==> src/rtl/one_hot_iterator.sv <==
// Serialises a captured request vector into one-hot words with index, under valid/ready flow control.
// Optional ONE_HOT_ITERATOR_COUNT_EN drives `remaining` with the pending-bit popcount.
module one_hot_iterator #(
  parameter int unsigned WIDTH     = 32,
  parameter int unsigned LSB_FIRST = 1,
  localparam int unsigned IDX_W    = (WIDTH > 1) ? $clog2(WIDTH) : 1
) (
  input  logic             clk,
  input  logic             nrst,
  input  logic             load,
  input  logic [WIDTH-1:0] in,
  input  logic             flush,
  output logic             busy,
  output logic             out_valid,
  input  logic             out_ready,
  output logic [WIDTH-1:0] out,
  output logic [IDX_W-1:0] out_idx,
  output logic             last,
  output logic             done,
  output logic [IDX_W:0]   remaining
);

  typedef enum logic {IDLE, RUN} state_t;

  state_t           state;
  logic [WIDTH-1:0] pending, pending_next;
  logic             done_q, done_next;
  logic [IDX_W-1:0] sel_idx, k;
  logic             accept;

  // The state is not stored separately: RUN is exactly "pending is non-empty".
  assign state     = (pending != '0) ? RUN : IDLE;
  assign busy      = (state == RUN);
  assign out_valid = busy;
  assign accept    = out_valid & out_ready;
  assign done      = done_q;

  // Scan so that the preferred end of the vector is written last and wins.
  always_comb begin
    sel_idx = '0;
    k       = '0;
    for (int unsigned i = 0; i < WIDTH; i++) begin
      if (LSB_FIRST != 0) k = IDX_W'(WIDTH - 1 - i);
      else                k = IDX_W'(i);
      if (pending[k]) sel_idx = k;
    end
  end

  assign out     = busy ? (WIDTH'(1) << sel_idx) : '0;
  assign out_idx = busy ? sel_idx : '0;
  assign last    = busy && ((pending & (pending - WIDTH'(1))) == '0);

  always_comb begin
    pending_next = pending;
    done_next    = 1'b0;
    if (flush) begin
      pending_next = '0;
    end else begin
      unique case (state)
        IDLE: begin
          if (load) begin
            pending_next = in;
            done_next    = (in == '0);
          end
        end
        RUN: begin
          if (accept) begin
            pending_next = pending & ~out;
            done_next    = last;
          end
        end
        default: ;
      endcase
    end
  end

  always_ff @(posedge clk or negedge nrst) begin
    if (!nrst) begin
      pending <= '0;
      done_q  <= 1'b0;
    end else begin
      pending <= pending_next;
      done_q  <= done_next;
    end
  end

`ifdef ONE_HOT_ITERATOR_COUNT_EN
  logic [IDX_W:0] cnt;

  always_comb begin
    cnt = '0;
    for (int unsigned i = 0; i < WIDTH; i++) begin
      cnt = cnt + (IDX_W+1)'(pending[IDX_W'(i)]);
    end
  end

  assign remaining = cnt;
`else
  assign remaining = '0;
`endif

endmodule

==> config.mk <==
export PLATFORM = sky130hd
export DESIGN_NAME = one_hot_iterator
export DESIGN_NICKNAME = d
export VERILOG_FILES = /design/src/rtl/one_hot_iterator.sv
export SDC_FILE = /design/constraint.sdc
export NUM_CORES = 1
export LEC_CHECK = 0
export CORE_UTILIZATION = 52
export DETAILED_ROUTE_END_ITERATION = 7
export PLACE_DENSITY = 0.87
export SLEW_MARGIN = 25
export SYNTH_ARGS = -nofsm -noshare
export SYNTH_HDL_FRONTEND = slang
export SYNTH_SLANG_ARGS = --single-unit
==> constraint.sdc <==
create_clock -name clk -period 6.65 [get_ports clk]
set_input_delay 1.33 -clock clk [delete_from_list [all_inputs] [get_ports clk]]
set_output_delay 1.33 -clock clk [all_outputs]
set_load 0.05 [all_outputs]
==> results of run 1 <==
-- synthesized netlist by cell type (2+ instances only) --
master / count
a21oi_1: 41
nor2_1: 40
nand2_1: 39
dfrtp_1: 33
nor3_1: 28
o21ai_0: 23
clkbuf_1: 22
nor4_1: 13
o31ai_1: 12
inv_1: 9
buf_4: 8
or3_1: 8
a22oi_1: 7
nor3b_1: 7
nand3_1: 6
nand4_1: 5
o41ai_1: 5
or2_2: 5
buf_2: 4
or4_4: 4
nand2b_1: 3
o22ai_1: 3
a2111oi_0: 2
and2_1: 2
and3_1: 2
and4_1: 2
buf_1: 2
nor3_4: 2
nor4_2: 2
o2111ai_1: 2
o211ai_1: 2
o21a_1: 2
o21bai_1: 2
o311ai_0: 2
or3_4: 2
or4_1: 2
-- metal layers --
layer / GRT usage / vias to the layer above
met2: 0.4785 / 216
met3: 0.07363 / 25
met1: 0.3980 / 1449
li1: - / 1496
met5: 0 / -
met4: 0.1111 / 0
-- worst register-to-register path, delay by kind of cell, from the launching register on --
| kind | cells | cell delay [ns] |
|---|---|---|
| AND/OR/NAND/NOR | 4 | 1.94 |
| AO/OA/AOI/OAI | 3 | 0.74 |
| flip-flops | 1 | 0.50 |
-- layout make-up --
cell class                 count  area, um2
multi-input combinational    300       1742
sequential                    33      825.8
timing repair buffer          78      773.2
inverter                       9      33.78
clock inverter                 2      10.01
clock buffer                   6      72.57
tap                           70      87.58
fill                         461       1563
-- metrics by stage --
stage	cell area [um2]	hold WS, ns	cells
6_report	3545	0.6236	498
5_1_grt	3545	0.6578	498
4_1_cts	3545	0.6214	498
3_5_place_dp	3462	0.6113	490
3_3_place_gp	3466	0.6003	490
2_1_floorplan	2781	0.5595	379
-- sequential cells by signal, indices dropped and copies added, names as in the netlist --
register	flops
done	1
pending	32
-- path summary, 6_finish.rpt --
check | from | endpoint | slack [ns] | cells after the start
setup reg to reg | pending[6]$_DFFE_PN0P_ | pending[30]$_DFFE_PN0P_ | 3.35 | 7
min in group asynchronous | nrst | pending[1]$_DFFE_PN0P_ | 1.44 | 2
max in group asynchronous | nrst | pending[29]$_DFFE_PN0P_ | 4.90 | 2
hold / removal | pending[23]$_DFFE_PN0P_ | pending[23]$_DFFE_PN0P_ | 0.62 | 2
hold reg to reg | pending[23]$_DFFE_PN0P_ | pending[23]$_DFFE_PN0P_ | 0.62 | 2
setup / recovery | pending[6]$_DFFE_PN0P_ | last | 1.71 | 7
-- cells by family after synthesis --
kind of cell	Yosys count	share of synthesized area
compound gates	117	0.2708
flops	33	0.2989
fa+ha+maj	1	0.003623
other cells	1	0.001357
buf+inv	46	0.07790
simple gates	176	0.3474
==> flow_summary.yaml, run 1 <==
floorplanning:
  die_y_um: 74.89
  die_area_mm2: 0.005609
  rows: 26
  io_pins: 84
  core_area_mm2: 0.005107
  fp.dieW_um: 74.89
  start_util: 0.5409
placed_design:
  pre_cts_slack_ns: 2.041
  globalplace.congestion: 1.032
  dp_hpwl_um: 6145
  numPortBuffers: 77
global_route:
  grt_pass1_vias: 2681
  grt_first_pass_wirelength_um: 12790
  gr-usage-all-layers: 0.3008
  grt.overflow.total: 0
  antenna_found_initial: 0
  grt_max_degree: 35
worst_setup_path:
  cp_slowest_cell: "clkdlybuf4s50_1"
  cp.required_ns: 5.32
  worst-endpoint-arrival_ns: 3.61
  slowest_delay_ns: 0.80
  critPathTopFamily: "simple AND/OR/NAND/NOR gates"
  cp_cell_sequence: "or4_1, or3_4, nor2_2, o211ai_1, nor4_2, o211a_1, clkdlybuf4s50_1"
  worst-path-buf-inv: 1
  critPathKind: "reg2out"
  end_kind: "output pin"
  cp_max_fo: 11
  worst_setup_path_start_kind: "flop"
cells_and_area:
  layout_commonest_cell: "clkdlybuf4s50_1"
  drive_gt1_frac: 0.06542
  diodes: 0
  fin_util: 0.6940
  final_cell_mix: "clkdlybuf4s50_1 (76), a21oi_1 (41), nor2_1 (40)"
  nets: 464
  area_growth_pct: 28.31
sta:
  min_period_ns: 4.944
  drv_slew: 0
  timing.fmax_mhz: 202.3
  worstMarginPinSlew_ns: 0.6232
  skew_ns: 0.002551
  hold_viol: 0
  maxSlewHeadroom: 0.5846
  setup_ws_ns: 1.706
  post-route-period-util: 0.7435
  grt_setup_unrepaired: "false"
  tns_ns: 0
  finalSetupViolCount: 0
route:
  vias: 3186
  top_layer: "met4"
  wl_um: 8141
  dr_wl_met3_um: 775
  drt_iter0_drc: 319
  wl_met1_um: 3457
  drc: 0
  vias_per_cell: 6.398
  dr.pass1.iters: 5
  dr_wl_met2_um: 3680
  postRouteAntennaNets: 0
  wl_per_cell_um: 16.35
clock_tree:
  cts_resized: 0
  path_clk_slew_ns: 0.06
  clk_latency_ns: 0.29
  clock-sinks: 33
  cts_setup_buffers: 0
  cts_tree: "built"
  cts_buffers: 5
  clock_path_buffers: 2
  ctsHoldBuffers: 0
  htreeDepth: 2
  root_buffer: "clkbuf_8"
logic_synthesis:
  synth_ff_type: "dfrtp_1"
  avgSynthCellArea_um2: 7.387
  netlist_area_mm2: 0.002763
  synth_edf_count: 0
  synth_top_cells_by_area: "dfrtp_1 (30%), a21oi_1 (7.4%), nor2_1 (5.4%), nand2_1 (5.3%), nor3_1 (5.1%)"
  ys_async_sr_fraction: 1.000
  syn_inst: 374
  ys_warn_count: 0
  synth_top_cell_by_area: "dfrtp_1"
  synth_cell_types: 57
  synth_top_cell_area_share: 0.2989
  seq_area_frac_synth: 0.2989
  ys_ff_latch: 33
status:
  status: "completed"
min_path:
  min_path_type: "reg2reg"
job:
  cap_viol_max_count: 0
Power of run 1 is left out: the tool's default activity adds up to more than one toggle a clock period on the data nets, which glitch-free logic cannot reach.
==> inputs of run 2 (changes only) <==
Settings changed: CORE_UTILIZATION 52 to 43, PLACE_DENSITY 0.87 to 0.77.
Clock period 6.65 ns to 4.2 ns, I/O delays scaled along.
==> run 2 against run 1 <==
Net effect: clock-buffer cell count rose by 1; non-clock buffer count rose by 4; via count rose by 0.72%; highest routed layer unchanged; sequential share of layout area fell by 0.79 points; global-route usage fell by 3.1 points; design area rose by 3.5%; worst setup slack got worse by 1.5 ns; wire length rose by 8.1%; critical endpoint unchanged; flip-flop and latch count did not move; register-to-register slack got worse by 2.4 ns; hold slack got worse by 0.0081 ns; first-iteration DRC count fell by 17%.
==> flow_summary.yaml, run 2 (synthesis gave the netlist of run 1 again) <==
sta:
  timing.fmax_mhz: 253.3
  holdWs_ns: 0.6155
  setup_ws_ns: 0.2516
  skew_ns: 0.01338
  drv_slew: 0
  hold_viol: 0
  grt_setup_unrepaired: "false"
  worstMarginPinSlew_ns: 0.6160
  post-route-period-util: 0.9401
  tns_ns: 0
  finalSetupViolCount: 0
  min_period_ns: 3.948
  maxSlewHeadroom: 0.5855
clock_tree:
  clk_latency_ns: 0.29
  cts_buffers: 5
  path_clk_slew_ns: 0.08
  cts_tree: "built"
  htreeDepth: 2
  ctsHoldBuffers: 0
  root_buffer: "clkbuf_8"
  cts_setup_buffers: 0
  clock-sinks: 33
  clock_path_buffers: 2
worst_setup_path:
  cp.required_ns: 3.36
  worst-path-buf-inv: 1
  cp_max_fo: 11
  slowest_delay_ns: 0.79
  worst_setup_path_start_kind: "flop"
  worst-endpoint-arrival_ns: 3.11
  cp_cell_sequence: "or4_1, or3_4, o41ai_1, nand3_1, nor4_2, o211a_1, buf_4"
  critPathTopFamily: "simple AND/OR/NAND/NOR gates"
  cp_slowest_cell: "or4_1"
  critPathKind: "reg2out"
  end_kind: "output pin"
global_route:
  use_met3: 0.04945
  grt_first_pass_wirelength_um: 13920
  grt.overflow.total: 0
  gr-usage-met1: 0.3658
  top_usage_layer: "met2"
  antenna_found_initial: 0
  gr-usage-all-layers: 0.2700
  grt_max_degree: 34
  grt_pass1_vias: 2865
  grtUsageMet2: 0.4182
floorplanning:
  die_y_um: 82.16
  core_area_mm2: 0.006061
  die_area_mm2: 0.006749
  rows: 28
  start_util: 0.4558
  fp.dieW_um: 82.16
  io_pins: 84
status:
  status: "completed"
route:
  vias_per_cell: 6.329
  drt_iter0_drc: 265
  postRouteAntennaNets: 0
  wl_per_cell_um: 17.36
  wl_um: 8801
  drc: 0
  vias: 3209
  dr.pass1.iters: 5
cells_and_area:
  top_register: "pending"
  final_cell_mix: "clkdlybuf4s50_1 (46), a21oi_1 (41), nor2_1 (40)"
  fin_util: 0.6055
  largest_reg_flops: 32
  layout_commonest_cell: "clkdlybuf4s50_1"
  area_growth_pct: 32.84
  drive_gt1_frac: 0.1250
  diodes: 0
  nets: 468
  nFillCells: 599
placed_design:
  pre_cts_slack_ns: 0.3066
  numPortBuffers: 77
  dp_hpwl_um: 6597
  globalplace.congestion: 0.9177
min_path:
  min_path_type: "reg2reg"
job:
  cap_viol_max_count: 0
run 2: cell count changes in the layout (fill, tap and decap cells not counted), moves of 2 or more:
cell / previous run / this run
clkbuf_8: 5 / 7
clkdlybuf4s50_1: 76 / 46
nor3_1: 28 / 20
nor3b_1: 7 / 4
nor3_2: 0 / 8
nor3b_2: 0 / 3
dlymetal6s2s_1: 0 / 16
dlygate4sd2_1: 0 / 4
buf_4: 1 / 15
run 2: what timing repair did:
item | in CTS | in global routing
setup endpoints to repair | 4 | 20
resized for setup | 4 | 17
hold endpoints to repair | 0 | 0
run 2: worst paths after layout:
check                                             start                 endpoint  slack (ns)  cells past startpoint
worst max-delay path             pending[6]$_DFFE_PN0P_                     last        0.25                      7
worst min-delay path            pending[30]$_DFFE_PN0P_  pending[30]$_DFFE_PN0P_        0.62                      2
worst min register to register  pending[30]$_DFFE_PN0P_  pending[30]$_DFFE_PN0P_        0.62                      2
max in group asynchronous                          nrst  pending[10]$_DFFE_PN0P_        2.91                      2
worst max register to register   pending[6]$_DFFE_PN0P_  pending[31]$_DFFE_PN0P_        0.91                      7
min in group asynchronous                          nrst  pending[25]$_DFFE_PN0P_        0.96                      2
run 2: worst register-to-register path: stages (launching register included):
cell	delay, ns
dfrtp_1	0.51
or4_1	0.79
nor3_4	0.28
and4_1	0.59
a21o_1	0.31
nand3_1	0.27
o31ai_1	0.30
a21oi_1	0.10
run 2: stage by stage:
| stage | instances | area, um2 |
|---|---|---|
| floorplan | 379 | 2836 |
| global route | 507 | 3670 |
| CTS | 507 | 3623 |
| finish | 507 | 3670 |
| detailed placement | 499 | 3527 |
| global placement | 499 | 3532 |
run 2: per-layer routing:
layer | wire length [um] | share of wire | vias up
li1 | - | - | 1498
met2 | 3957 | 0.45 | 178
met3 | 796 | 0.090 | 21
met5 | 0 | 0 | -
met4 | 225 | 0.026 | 0
met1 | 3822 | 0.43 | 1512
run 2: area by class of cell:
type	instances	area (um2)	share of cell area
clock buffers	7	96.34	0.02625
clock inverters	1	5.005	0.001364
inverters	9	33.78	0.009206
multi-input cells	300	1802	0.4910
flip-flops and latches	33	825.8	0.2250
well taps	75	93.84	0.02557
repair buffers	82	813.3	0.2216
Power of run 2 is left out for the same reason.
